--- config.mk ---
export PLATFORM = sky130hd
export DESIGN_NAME = vend_dispense_seq
export DESIGN_NICKNAME = d
export VERILOG_FILES = /design/src/rtl/vend_pkg.sv /design/src/rtl/vend_timer.sv /design/src/rtl/vend_dispense_seq.sv
export SDC_FILE = /design/constraint.sdc
export NUM_CORES = 1
export LEC_CHECK = 0
export CAP_MARGIN = 20
export CELL_PAD_IN_SITES_DETAIL_PLACEMENT = 0
export CELL_PAD_IN_SITES_GLOBAL_PLACEMENT = 1
export CORE_MARGIN = 5
export CORE_UTILIZATION = 44
export CTS_CLUSTER_DIAMETER = 120
export CTS_CLUSTER_SIZE = 16
export DETAILED_ROUTE_END_ITERATION = 16
export PLACE_DENSITY = 0.88
export SYNTH_ARGS = -nofsm -noshare
export SYNTH_HDL_FRONTEND = slang
export SYNTH_SLANG_ARGS = --single-unit
export TNS_END_PERCENT = 50
--- constraint.sdc ---
create_clock -name clk -period 3.7 [get_ports clk]
set_input_delay 1.11 -clock clk [delete_from_list [all_inputs] [get_ports clk]]
set_output_delay 1.11 -clock clk [all_outputs]
set_load 0.05 [all_outputs]
--- src/rtl/vend_pkg.sv ---
// Shared types and constants for the dispense sequencer.
// Holds the FSM state enum, the coin values and a coin-pick helper.
package vend_pkg;

  typedef enum logic [2:0] {
    S_IDLE,
    S_MOTOR,
    S_GAP,
    S_COIN,
    S_WAIT_ACK,
    S_DONE,
    S_ERR
  } state_e;

  localparam logic [3:0] COIN_HI = 4'd2;
  localparam logic [3:0] COIN_LO = 4'd1;

  function automatic logic [3:0] coin_val(
    input logic [3:0] rem
  );
    return (rem >= COIN_HI) ? COIN_HI : COIN_LO;
  endfunction

endpackage

--- src/rtl/vend_timer.sv ---
// Loadable down-counter shared by all timed phases.
// Ports: clk, rst_n, load_i/val_i (load), dec_i (count down), last_o (count is 0).
module vend_timer #(
  parameter int W = 4
) (
  input  logic         clk,
  input  logic         rst_n,
  input  logic         load_i,
  input  logic [W-1:0] val_i,
  input  logic         dec_i,
  output logic         last_o
);

  logic [W-1:0] cnt_q;
  logic [W-1:0] cnt_d;

  always_comb begin
    cnt_d = cnt_q;
    if (load_i) begin
      cnt_d = val_i;
    end else if (dec_i && (cnt_q != '0)) begin
      cnt_d = cnt_q - 1'b1;
    end
  end

  always_ff @(posedge clk or negedge rst_n) begin
    if (!rst_n) begin
      cnt_q <= '0;
    end else begin
      cnt_q <= cnt_d;
    end
  end

  assign last_o = (cnt_q == '0);

endmodule

--- src/rtl/vend_dispense_seq.sv ---
// Vending dispense sequencer: motor run, gap, then coin-by-coin change.
// In: clk, rst (async low), vend_req/prod/bal, coin_ack, err_clr. Out: busy, motor_en/sel, coin2/1, done, err.
module vend_dispense_seq #(
  parameter int MOTOR_CYC = 4,
  parameter int COIN_CYC  = 2,
  parameter int GAP_CYC   = 1,
  parameter int ACK_TO    = 8
) (
  input  logic       clk,
  input  logic       rst,
  input  logic       vend_req,
  input  logic [1:0] prod,
  input  logic [3:0] bal,
  input  logic       coin_ack,
  input  logic       err_clr,
  output logic       busy,
  output logic       motor_en,
  output logic [1:0] motor_sel,
  output logic       coin2,
  output logic       coin1,
  output logic       done,
  output logic       err
);

  import vend_pkg::*;

  localparam int M1 = (MOTOR_CYC > ACK_TO) ? MOTOR_CYC : ACK_TO;
  localparam int M2 = (M1 > COIN_CYC) ? M1 : COIN_CYC;
  localparam int M3 = (M2 > GAP_CYC) ? M2 : GAP_CYC;
  localparam int TW = (M3 < 2) ? 1 : $clog2(M3);

  localparam logic [TW-1:0] MOT_LD = TW'(MOTOR_CYC - 1);
  localparam logic [TW-1:0] GAP_LD = TW'(GAP_CYC - 1);
  localparam logic [TW-1:0] CN_LD  = TW'(COIN_CYC - 1);
  localparam logic [TW-1:0] ACK_LD = TW'(ACK_TO - 1);

  state_e    state_q, state_d;
  logic [3:0] rem_q, rem_d;
  logic [1:0] prod_q, prod_d;

  logic          t_load;
  logic [TW-1:0] t_val;
  logic          t_dec;
  logic          t_last;

  logic [3:0] cv;
  logic [3:0] rem_sub;

  logic       busy_q, motor_q, c2_q, c1_q, done_q, err_q;
  logic [1:0] sel_q;

  // Saturating subtract keeps the balance from wrapping.
  assign cv      = coin_val(rem_q);
  assign rem_sub = (rem_q >= cv) ? (rem_q - cv) : 4'd0;

  vend_timer #(
    .W(TW)
  ) u_tmr (
    .clk   (clk),
    .rst_n (rst),
    .load_i(t_load),
    .val_i (t_val),
    .dec_i (t_dec),
    .last_o(t_last)
  );

  always_comb begin
    state_d = state_q;
    rem_d   = rem_q;
    prod_d  = prod_q;
    t_load  = 1'b0;
    t_val   = '0;
    t_dec   = 1'b0;
    unique case (state_q)
      S_IDLE: begin
        if (vend_req) begin
          prod_d = prod;
          rem_d  = bal;
          if (prod != 2'd0) begin
            state_d = S_MOTOR;
            t_load  = 1'b1;
            t_val   = MOT_LD;
          end else if (bal != 4'd0) begin
            state_d = S_COIN;
            t_load  = 1'b1;
            t_val   = CN_LD;
          end else begin
            state_d = S_DONE;
          end
        end
      end
      S_MOTOR: begin
        t_dec = 1'b1;
        if (t_last) begin
          if (rem_q != 4'd0) begin
            state_d = S_GAP;
            t_load  = 1'b1;
            t_val   = GAP_LD;
          end else begin
            state_d = S_DONE;
          end
        end
      end
      S_GAP: begin
        t_dec = 1'b1;
        if (t_last) begin
          state_d = S_COIN;
          t_load  = 1'b1;
          t_val   = CN_LD;
        end
      end
      S_COIN: begin
        t_dec = 1'b1;
        if (t_last) begin
          state_d = S_WAIT_ACK;
          t_load  = 1'b1;
          t_val   = ACK_LD;
        end
      end
      S_WAIT_ACK: begin
        t_dec = 1'b1;
        // An ack in the final timeout cycle still counts.
        if (coin_ack) begin
          rem_d = rem_sub;
          if (rem_sub != 4'd0) begin
            state_d = S_COIN;
            t_load  = 1'b1;
            t_val   = CN_LD;
          end else begin
            state_d = S_DONE;
          end
        end else if (t_last) begin
          state_d = S_ERR;
        end
      end
      S_DONE: begin
        state_d = S_IDLE;
      end
      S_ERR: begin
        if (err_clr) begin
          state_d = S_IDLE;
        end
      end
      default: begin
        state_d = S_IDLE;
      end
    endcase
  end

  always_ff @(posedge clk or negedge rst) begin
    if (!rst) begin
      state_q <= S_IDLE;
      rem_q   <= 4'd0;
      prod_q  <= 2'd0;
    end else begin
      state_q <= state_d;
      rem_q   <= rem_d;
      prod_q  <= prod_d;
    end
  end

  // Outputs are registered decodes of the current state.
  always_ff @(posedge clk or negedge rst) begin
    if (!rst) begin
      busy_q  <= 1'b0;
      motor_q <= 1'b0;
      sel_q   <= 2'd0;
      c2_q    <= 1'b0;
      c1_q    <= 1'b0;
      done_q  <= 1'b0;
      err_q   <= 1'b0;
    end else begin
      busy_q  <= (state_q != S_IDLE);
      motor_q <= (state_q == S_MOTOR);
      sel_q   <= (state_q == S_MOTOR) ? prod_q : 2'd0;
      c2_q    <= (state_q == S_COIN) && (rem_q >= COIN_HI);
      c1_q    <= (state_q == S_COIN) && (rem_q < COIN_HI);
      done_q  <= (state_q == S_DONE);
      err_q   <= (state_q == S_ERR);
    end
  end

  assign busy      = busy_q;
  assign motor_en  = motor_q;
  assign motor_sel = sel_q;
  assign coin2     = c2_q;
  assign coin1     = c1_q;
  assign done      = done_q;
  assign err       = err_q;

endmodule

==> results of run 1 <==
## flip-flops by register name, indices dropped and copies added (netlist names)
register and count:
done 1, prod_q 2, coin2 1, motor_sel 2
rem_q 4, state_q 3, u_tmr.cnt_q 3, err 1
coin1 1, busy 1, motor_en 1
## area by class of cell
type                    instances  area [sq um]  area share
inverters                       8          30.0      0.0198
flip-flops and latches         20           500       0.331
well taps                      31          38.8      0.0256
repair buffers                 18           180       0.119
clock buffers                   3          22.5      0.0149
clock inverters                 1          30.0      0.0198
multi-input cells              93           712       0.470
## metrics by stage
step           cell area [sq um]  total power [mW]  utilization  worst slack (ps)  hold slack [ps]
6_report                    1510              1.53        0.544               909              517
2_1_floorplan               1290              1.17            -              1230              473
4_1_cts                     1510              1.54        0.544               905              519
3_3_place_gp                1460              1.32        0.525               789              489
5_1_grt                     1510              1.66        0.544               728              537
3_5_place_dp                1460              1.35        0.525               745              489
## cell usage after synthesis, types with 3 or more instances
cell                        n
sky130_fd_sc_hd__o22ai_1    4
sky130_fd_sc_hd__nor3_1     4
sky130_fd_sc_hd__o21ai_0    4
sky130_fd_sc_hd__and3_1     4
sky130_fd_sc_hd__nand3_1    4
sky130_fd_sc_hd__nor4_1     3
sky130_fd_sc_hd__nor2_1     7
sky130_fd_sc_hd__a21oi_2    3
sky130_fd_sc_hd__nand2_1    6
sky130_fd_sc_hd__nand3b_1   4
sky130_fd_sc_hd__a21oi_1    5
sky130_fd_sc_hd__inv_1      8
sky130_fd_sc_hd__buf_6      3
sky130_fd_sc_hd__nor2b_1    4
sky130_fd_sc_hd__ha_1       4
sky130_fd_sc_hd__dfrtp_1   20
## layer usage
metal,vias to the layer above,wire [um],track usage
li1,501,-,-
met1,486,1240,0.199
met2,35,1340,0.241
met3,4,179,0.0438
met4,0,34,0.0407
met5,-,0,0
## path summary, 6_finish.rpt
kind / from / endpoint
worst max-delay path: rem_q[3] / u_tmr.cnt_q[0]
worst max register to register: rem_q[3] / u_tmr.cnt_q[0]
min in group asynchronous: rst / state_q[2]
worst min-delay path: prod_q[0] / prod_q[0]
max in group asynchronous: rst / rem_q[0]
worst min register to register: prod_q[0] / prod_q[0]
## power by group
part           internal (mW)  switching (mW)  total [mW]
clock                  0.110          0.0754       0.185
combinational          0.380           0.523       0.903
sequential             0.309           0.131       0.440
total                  0.798           0.730        1.53
## cell families (layout without fill, tap and decap cells)
group                    after synthesis  count (layout)  share of synthesized area
AND/OR/NAND/NOR                       47              47                      0.232
AO/OA/AOI/OAI                         34              34                      0.211
flip-flops                            20              20                      0.387
buffers and inverters                 15              30                     0.0629
adder cells (fa/ha/maj)                5               5                     0.0542
multiplexers                           4               4                     0.0329
XOR/XNOR                               3               3                     0.0203
==> results summary, run 1 <==
The total routed wirelength is 2790 um. The worst max-slew margin expressed relative to the limit came out at 0.418. The cell area that synthesis handed to floorplanning was 1290 sq um.

The register bit count reported by yosys is 20. In this run the number of H-tree levels came out at 1. STA puts the critical path data arrival time at 3000 ps. After floorplanning, the core was divided into 19 placement rows. The buffer count from post-CTS setup fixing came out at 0. The top-level port count came out at 19. The number of cells traversed by the worst hold path is 1. For this design, the slowest cell found on the critical path is sky130_fd_sc_hd__dfrtp_1. The first global-routing pass estimated 5030 um of wire. The maximum cell stage delay along the critical path is 570 ps. The number of instances resized during post-cts repair is 0. The instance count on the critical path is 9. The total CTS buffers is 3. The share of layout cells above drive strength 1 came out at 0.140.

Across all layers, the routed design uses 1,026 vias. STA classifies the critical path endpoint as a register. During placement, the flow inserted port buffers numbering 18. Traced cell by cell, the critical path runs through nor3_1 -> ha_1 -> inv_1 -> fa_1 -> a2111oi_4 -> a31oi_2 -> a211oi_4 -> o21ai_2 -> o32a_1.

The total inserted antenna cells came out at 0. The setup TNS after final layout came out at 0 ps. The clock net in this run drives a total of 20 sinks.

The total die area is 4120 sq um. The total count of max-transition violations in the final report is 0. The placeable core region came out at 2780 sq um. The synthesized design contains 0 enable-type register cells. The number of cells produced by synthesis came out at 128. The remaining antenna violation count after routing is 0. The time the final worst path needs with I/O delays and setup came out at 2790 ps. The initial antenna violation count is 0.

The tool flagged a number of max-cap violations equal to 0. The leakage power came out at 0.620 nW. The ratio of routed vias to standard cells came out at 5.90. The top cell types in the final layout, fill and taps aside, are sky130_fd_sc_hd__dfrtp_1, sky130_fd_sc_hd__clkdlybuf4s50_1, sky130_fd_sc_hd__inv_1, sky130_fd_sc_hd__nor2_1, sky130_fd_sc_hd__nand2_1. During synthesis, Yosys emitted a total of 0 warnings. The share of synthesized area in the top cell type comes to 0.387. The flow ran to the end, and the final reports show no timing, DRC or antenna violations. The detail-routed net length per standard cell is 16.1 um. The first detailed-routing pass took 4 iterations. The length in cells of the worst reg-to-reg path came out at 9. Power spread over the standard cell area amounts to 1010 nW/um^2. The initial cell density of the core came out at 0.465.

The path class of the tightest hold or removal check is reg -> reg. The primary flip-flop cell chosen by synthesis mapping is sky130_fd_sc_hd__dfrtp_1. The congestion estimate from routability-driven global placement came to 0.834. The starting DRC count in detailed routing is 49. The maximum operating frequency is 358 MHz.

Across all register-to-register paths, the minimum setup slack is 910 ps. The most common library cell in the layout ignoring fill and taps is sky130_fd_sc_hd__dfrtp_1. For this run, the total global-route usage over all layers was measured as 0.151. The clock-pin slew reported for the worst setup and hold paths after clock tree synthesis came out at 130 ps. The final instance count without filler cells is 174.

The sequential area share after synthesis came out at 0.387. The maximum number of pins on one net before global-route repair is 21. Global routing finished with a remaining overflow of 0.

The final layout contains 160 nets. The count of hold-fix buffers inserted at cts is 0. The remaining routing DRC violations came out at 0. Across the VDD grid, the largest voltage drop is 0.719 mV. The worst setup path is launched from a register.

At the worst endpoint, the required time is 3910 ps. The slew of the pin with the lowest slew margin is 871 ps. The synthesized net count is 144. The longest clock path from root to sink contains 2 buffers.

The y dimension of the die came out at 64.2 um. The cell total after placement came out at 170. The clock latency of the later-clocked register in the worst-skew pair is 310 ps. The number of fill cells came out at 252. Setup repair after global routing left no endpoint under its margin. The clock tree root driver cell is sky130_fd_sc_hd__clkbuf_4. In the synthesized netlist the async set-or-reset flop fraction comes to 1.00. The HPWL reported at the end of detailed placement is 2070 um.

The worst clock skew on the final layout came out at 5.63 ps. The buffer and inverter count on the worst path is 1. The critical path is of the reg -> reg type. The final hold violation count came out at 0. The setup-violating endpoint count in the final report came out at 0. Each instance of the synthesized netlist takes up on average 10.1 sq um. By area the synthesized netlist is led by sky130_fd_sc_hd__dfrtp_1, sky130_fd_sc_hd__ha_1, sky130_fd_sc_hd__buf_6. After synthesis, the netlist uses 48 different library cells.

Broken down by cell family, the worst path's largest delay share belongs to compound AO/OA/AOI/OAI gates. The area added between synthesis and finish came out at 17.0%. TritonCTS built the clock tree. The die outline width is 64.2 um. The via count of the first global-routing pass is 1,034. The biggest fanout along the worst timing path came out at 8. The final cycle utilization of the critical path came out at 0.754. The largest total area in the synthesized netlist belongs to sky130_fd_sc_hd__dfrtp_1.
(Power assumes the default switching activity.)
==> run 2: changes to the inputs <==
--- a/config.mk
+++ b/config.mk
@@ -9,11 +9,11 @@
 export CELL_PAD_IN_SITES_DETAIL_PLACEMENT = 0
 export CELL_PAD_IN_SITES_GLOBAL_PLACEMENT = 1
 export CORE_MARGIN = 5
-export CORE_UTILIZATION = 44
+export CORE_UTILIZATION = 37
 export CTS_CLUSTER_DIAMETER = 120
 export CTS_CLUSTER_SIZE = 16
 export DETAILED_ROUTE_END_ITERATION = 16
-export PLACE_DENSITY = 0.88
+export PLACE_DENSITY = 0.79
 export SYNTH_ARGS = -nofsm -noshare
 export SYNTH_HDL_FRONTEND = slang
 export SYNTH_SLANG_ARGS = --single-unit
==> constraint.sdc (replaced) <==
create_clock -name clk -period 2.4 [get_ports clk]
set_input_delay 0.72 -clock clk [delete_from_list [all_inputs] [get_ports clk]]
set_output_delay 0.72 -clock clk [all_outputs]
set_load 0.05 [all_outputs]
==> run 2 against run 1 <==
Sequential cell count stayed put. Combinational power is 84% higher. Largest power group unchanged. Core utilization is 5.4 points lower.
==> results summary, run 2 (synthesis gave the netlist of run 1 again) <==
Result of the run: finished, final reports clean (unchanged). The most common library cell in the layout ignoring fill and taps is sky130_fd_sc_hd__dfrtp_1 (unchanged). The TritonCTS clock tree is yes (unchanged). The worst setup path category is reg -> reg (unchanged).

The via count of the first global-routing pass came out at 1,104 (was 1,034). The top-level port count came out at 19 (unchanged). The final instance count without filler cells is 201 (was 174).

Cell-by-cell listing of the critical path: nor3_2 -> ha_2 -> inv_2 -> fa_2 -> a2111oi_4 -> a31oi_2 -> a211oi_4 -> o21ai_2 -> o32a_1 (was nor3_1 -> ha_1 -> inv_1 -> fa_1 -> a2111oi_4 -> a31oi_2 -> a211oi_4 -> o21ai_2 -> o32a_1). The cell with the biggest individual delay on the critical path is sky130_fd_sc_hd__dfrtp_1 (unchanged). The number of sinks driven by the clock tree came out at 20 (unchanged). The global route total overflow came out at 0 (unchanged).

The total CTS buffers was 3 (unchanged). The time the final worst path needs with I/O delays and setup is 2330 ps (was 2790 ps). The row count came out at 21 (was 19).

The remaining routing DRC violations came to 0 (unchanged). The maximum buffer depth of the clock tree came out at 2 (unchanged). The aggregate global-route resource usage is 0.135 (was 0.151). The data arrival time of the critical path is 2530 ps (was 3000 ps). The total die area came out at 4780 sq um (was 4120 sq um). The total routed wirelength is 2980 um (was 2790 um). The final weighted congestion of routability-driven global placement is 0.868 (was 0.834).

The share of layout cells above drive strength 1 is 0.252 (was 0.140). The count of hold-fix buffers inserted at cts came to 0 (unchanged). The type of the most critical hold path is reg -> reg (unchanged). The final net count was 172 (was 160). The detail-routed net length per standard cell came out at 14.8 um (was 16.1 um). The setup TNS after final layout is 0 ps (unchanged). The clock latency of the later-clocked register in the worst-skew pair came to 310 ps (about the same).

The final cycle utilization of the critical path came out at 0.969 (was 0.754). The setup-violating endpoint count in the final report came to 0 (unchanged). The worst max-slew margin expressed relative to the limit is 0.565 (was 0.418).

The ratio of routed vias to standard cells is 5.33 (was 5.90). The cell total after placement came out at 195 (was 170). The worst clock skew on the final layout came out at 3.57 ps (was 5.63 ps). The total of buffers placed on input and output ports is 18 (unchanged). The kind of end point of the critical path is a register (unchanged). The layer with the highest usage after global routing is met2 (unchanged). The area added between synthesis and finish came out at 27.6% (was 17.0%). The maximum cell stage delay along the critical path came to 430 ps (was 570 ps). The placeable core region came out at 3360 sq um (was 2780 sq um).

The level count of the clock H-tree is 1 (unchanged). The met2 global-route usage is 0.213 (was 0.241). The startpoint type of the worst setup path is a register (unchanged).

The number of cells traversed by the worst hold path came to 1 (unchanged). The length in cells of the worst reg-to-reg path came out at 9 (unchanged). The number of iterations in the first detailed-routing pass is 4 (unchanged).

The final hold violation count is 0 (unchanged). The maximum operating frequency is 430 MHz (was 358 MHz). The total via count in the routed design is 1,072 (was 1,026). The flip-flop count of the largest register after layout came out at 4 (unchanged). Commonest cells after routing, fill and taps aside: sky130_fd_sc_hd__dfrtp_1, sky130_fd_sc_hd__clkdlybuf4s50_1, sky130_fd_sc_hd__buf_4, sky130_fd_sc_hd__inv_1, sky130_fd_sc_hd__nor2_1 (was sky130_fd_sc_hd__dfrtp_1, sky130_fd_sc_hd__clkdlybuf4s50_1, sky130_fd_sc_hd__inv_1, sky130_fd_sc_hd__nor2_1, sky130_fd_sc_hd__nand2_1). Largest registers: rem_q: 4 flops, state_q: 3 flops, u_tmr.cnt_q: 3 flops (unchanged). The routing usage on met1 was 0.170 (was 0.199). The starting DRC count in detailed routing is 56 (was 49). The initial cell density of the core is 0.385 (was 0.465). The register with the most flip-flops is rem_q (unchanged). The initial antenna violation count is 0 (unchanged). The total inserted antenna cells is 0 (unchanged). The worst endpoint required time came to 2600 ps (was 3910 ps). The pre-CTS setup slack came to -31.8 ps (was 745 ps). Unrepaired setup endpoints after global routing: yes (was no). The biggest fanout along the worst timing path is 5 (was 8). The die outline width was 69.1 um (was 64.2 um). The HPWL reported at the end of detailed placement came out at 2200 um (was 2070 um). The y dimension of the die came to 69.1 um (was 64.2 um). The global-route track usage on met3 is 0.0378 (was 0.0438). The remaining antenna violation count after routing came to 0 (unchanged). The worst setup slack for register-to-register paths came out at 70 ps (was 910 ps).

The slew of the pin with the lowest slew margin is 649 ps (was 871 ps). The global-route wire length before repair came out at 5270 um (was 5030 um). The power density over the cells is 1550 nW/um^2 (was 1010 nW/um^2). The clock-pin slew reported for the worst setup and hold paths after clock tree synthesis is 120 ps (was 130 ps).

The total count of max-transition violations in the final report is 0 (unchanged). The worst hold slack across all endpoints is 523 ps (was 517 ps). The maximum number of pins on one net before global-route repair came out at 21 (unchanged). The worst voltage drop across the vdd grid is 0.590 mV (was 0.719 mV). The worst path setup slack after routing came out at 73.4 ps (was 909 ps). The clock tree root driver cell is sky130_fd_sc_hd__clkbuf_4 (unchanged). The number of max-capacitance violations reported was 0 (unchanged). The number of fill cells came to 335 (was 252). The leakage power is 0.684 nW (was 0.620 nW).
## run 2: cell count changes in the layout (fill, tap and decap cells not counted), sizes merged
cell  before  now
buf        0   12
## run 2: final timing paths
path                            from        endpoint
setup / recovery            rem_q[2]  u_tmr.cnt_q[0]
hold / removal             prod_q[1]       prod_q[1]
setup reg to reg            rem_q[2]  u_tmr.cnt_q[0]
hold reg to reg            prod_q[1]       prod_q[1]
max in group asynchronous        rst        rem_q[1]
min in group asynchronous        rst        motor_en
## run 2: area by class of cell
cell class / count / area [sq um] / share of cell area
Multi-Input combinational cell: 93 / 739 / 0.448
Sequential cell: 20 / 500 / 0.303
Timing Repair Buffer: 30 / 270 / 0.164
Tap cell: 46 / 57.6 / 0.0349
Clock inverter: 1 / 30.0 / 0.0182
Inverter: 8 / 30.0 / 0.0182
Clock buffer: 3 / 22.5 / 0.0136
## run 2: worst max-delay path, delay by kind of cell (launching register included)
kind	cells	cell delay (ps)
compound gates	5	940
fa+ha+maj	2	630
buf+inv	1	40
flops	1	430
simple gates	1	200
## run 2: power breakdown
part | switching (mW) | total [mW] | internal [mW]
Sequential | 0.133 | 0.610 | 0.477
Clock | 0.108 | 0.277 | 0.169
Combinational | 0.939 | 1.66 | 0.725
Total | 1.18 | 2.55 | 1.37
## run 2: repair_timing
item | in CTS | in global routing
setup endpoints to repair | 0 | 6
setup buffers | 0 | 2
resized for setup | 0 | 5
## run 2: routing by layer
metal / up-vias / routed length, um
li1: 522 / -
met1: 516 / 1340
met2: 25 / 1420
met3: 9 / 134
met4: 0 / 78
met5: - / 0
## run 2: per-stage QoR
stage	power, mW	util	cell area, sq um
6_report	2.55	0.491	1650
3_3_place_gp	2.16	0.465	1560
5_1_grt	2.75	0.491	1650
2_1_floorplan	1.81	-	1300
4_1_cts	2.49	0.480	1620
3_5_place_dp	2.20	0.465	1560
==> run 3: changes to the inputs <==
--- a/config.mk
+++ b/config.mk
@@ -14,6 +14,7 @@
 export CTS_CLUSTER_SIZE = 16
 export DETAILED_ROUTE_END_ITERATION = 16
 export PLACE_DENSITY = 0.79
+export SLEW_MARGIN = 20
 export SYNTH_ARGS = -nofsm -noshare
 export SYNTH_HDL_FRONTEND = slang
 export SYNTH_SLANG_ARGS = --single-unit
==> results of run 3 <==
Same layout as run 2: the final DEF is identical, and so are final timing and power.
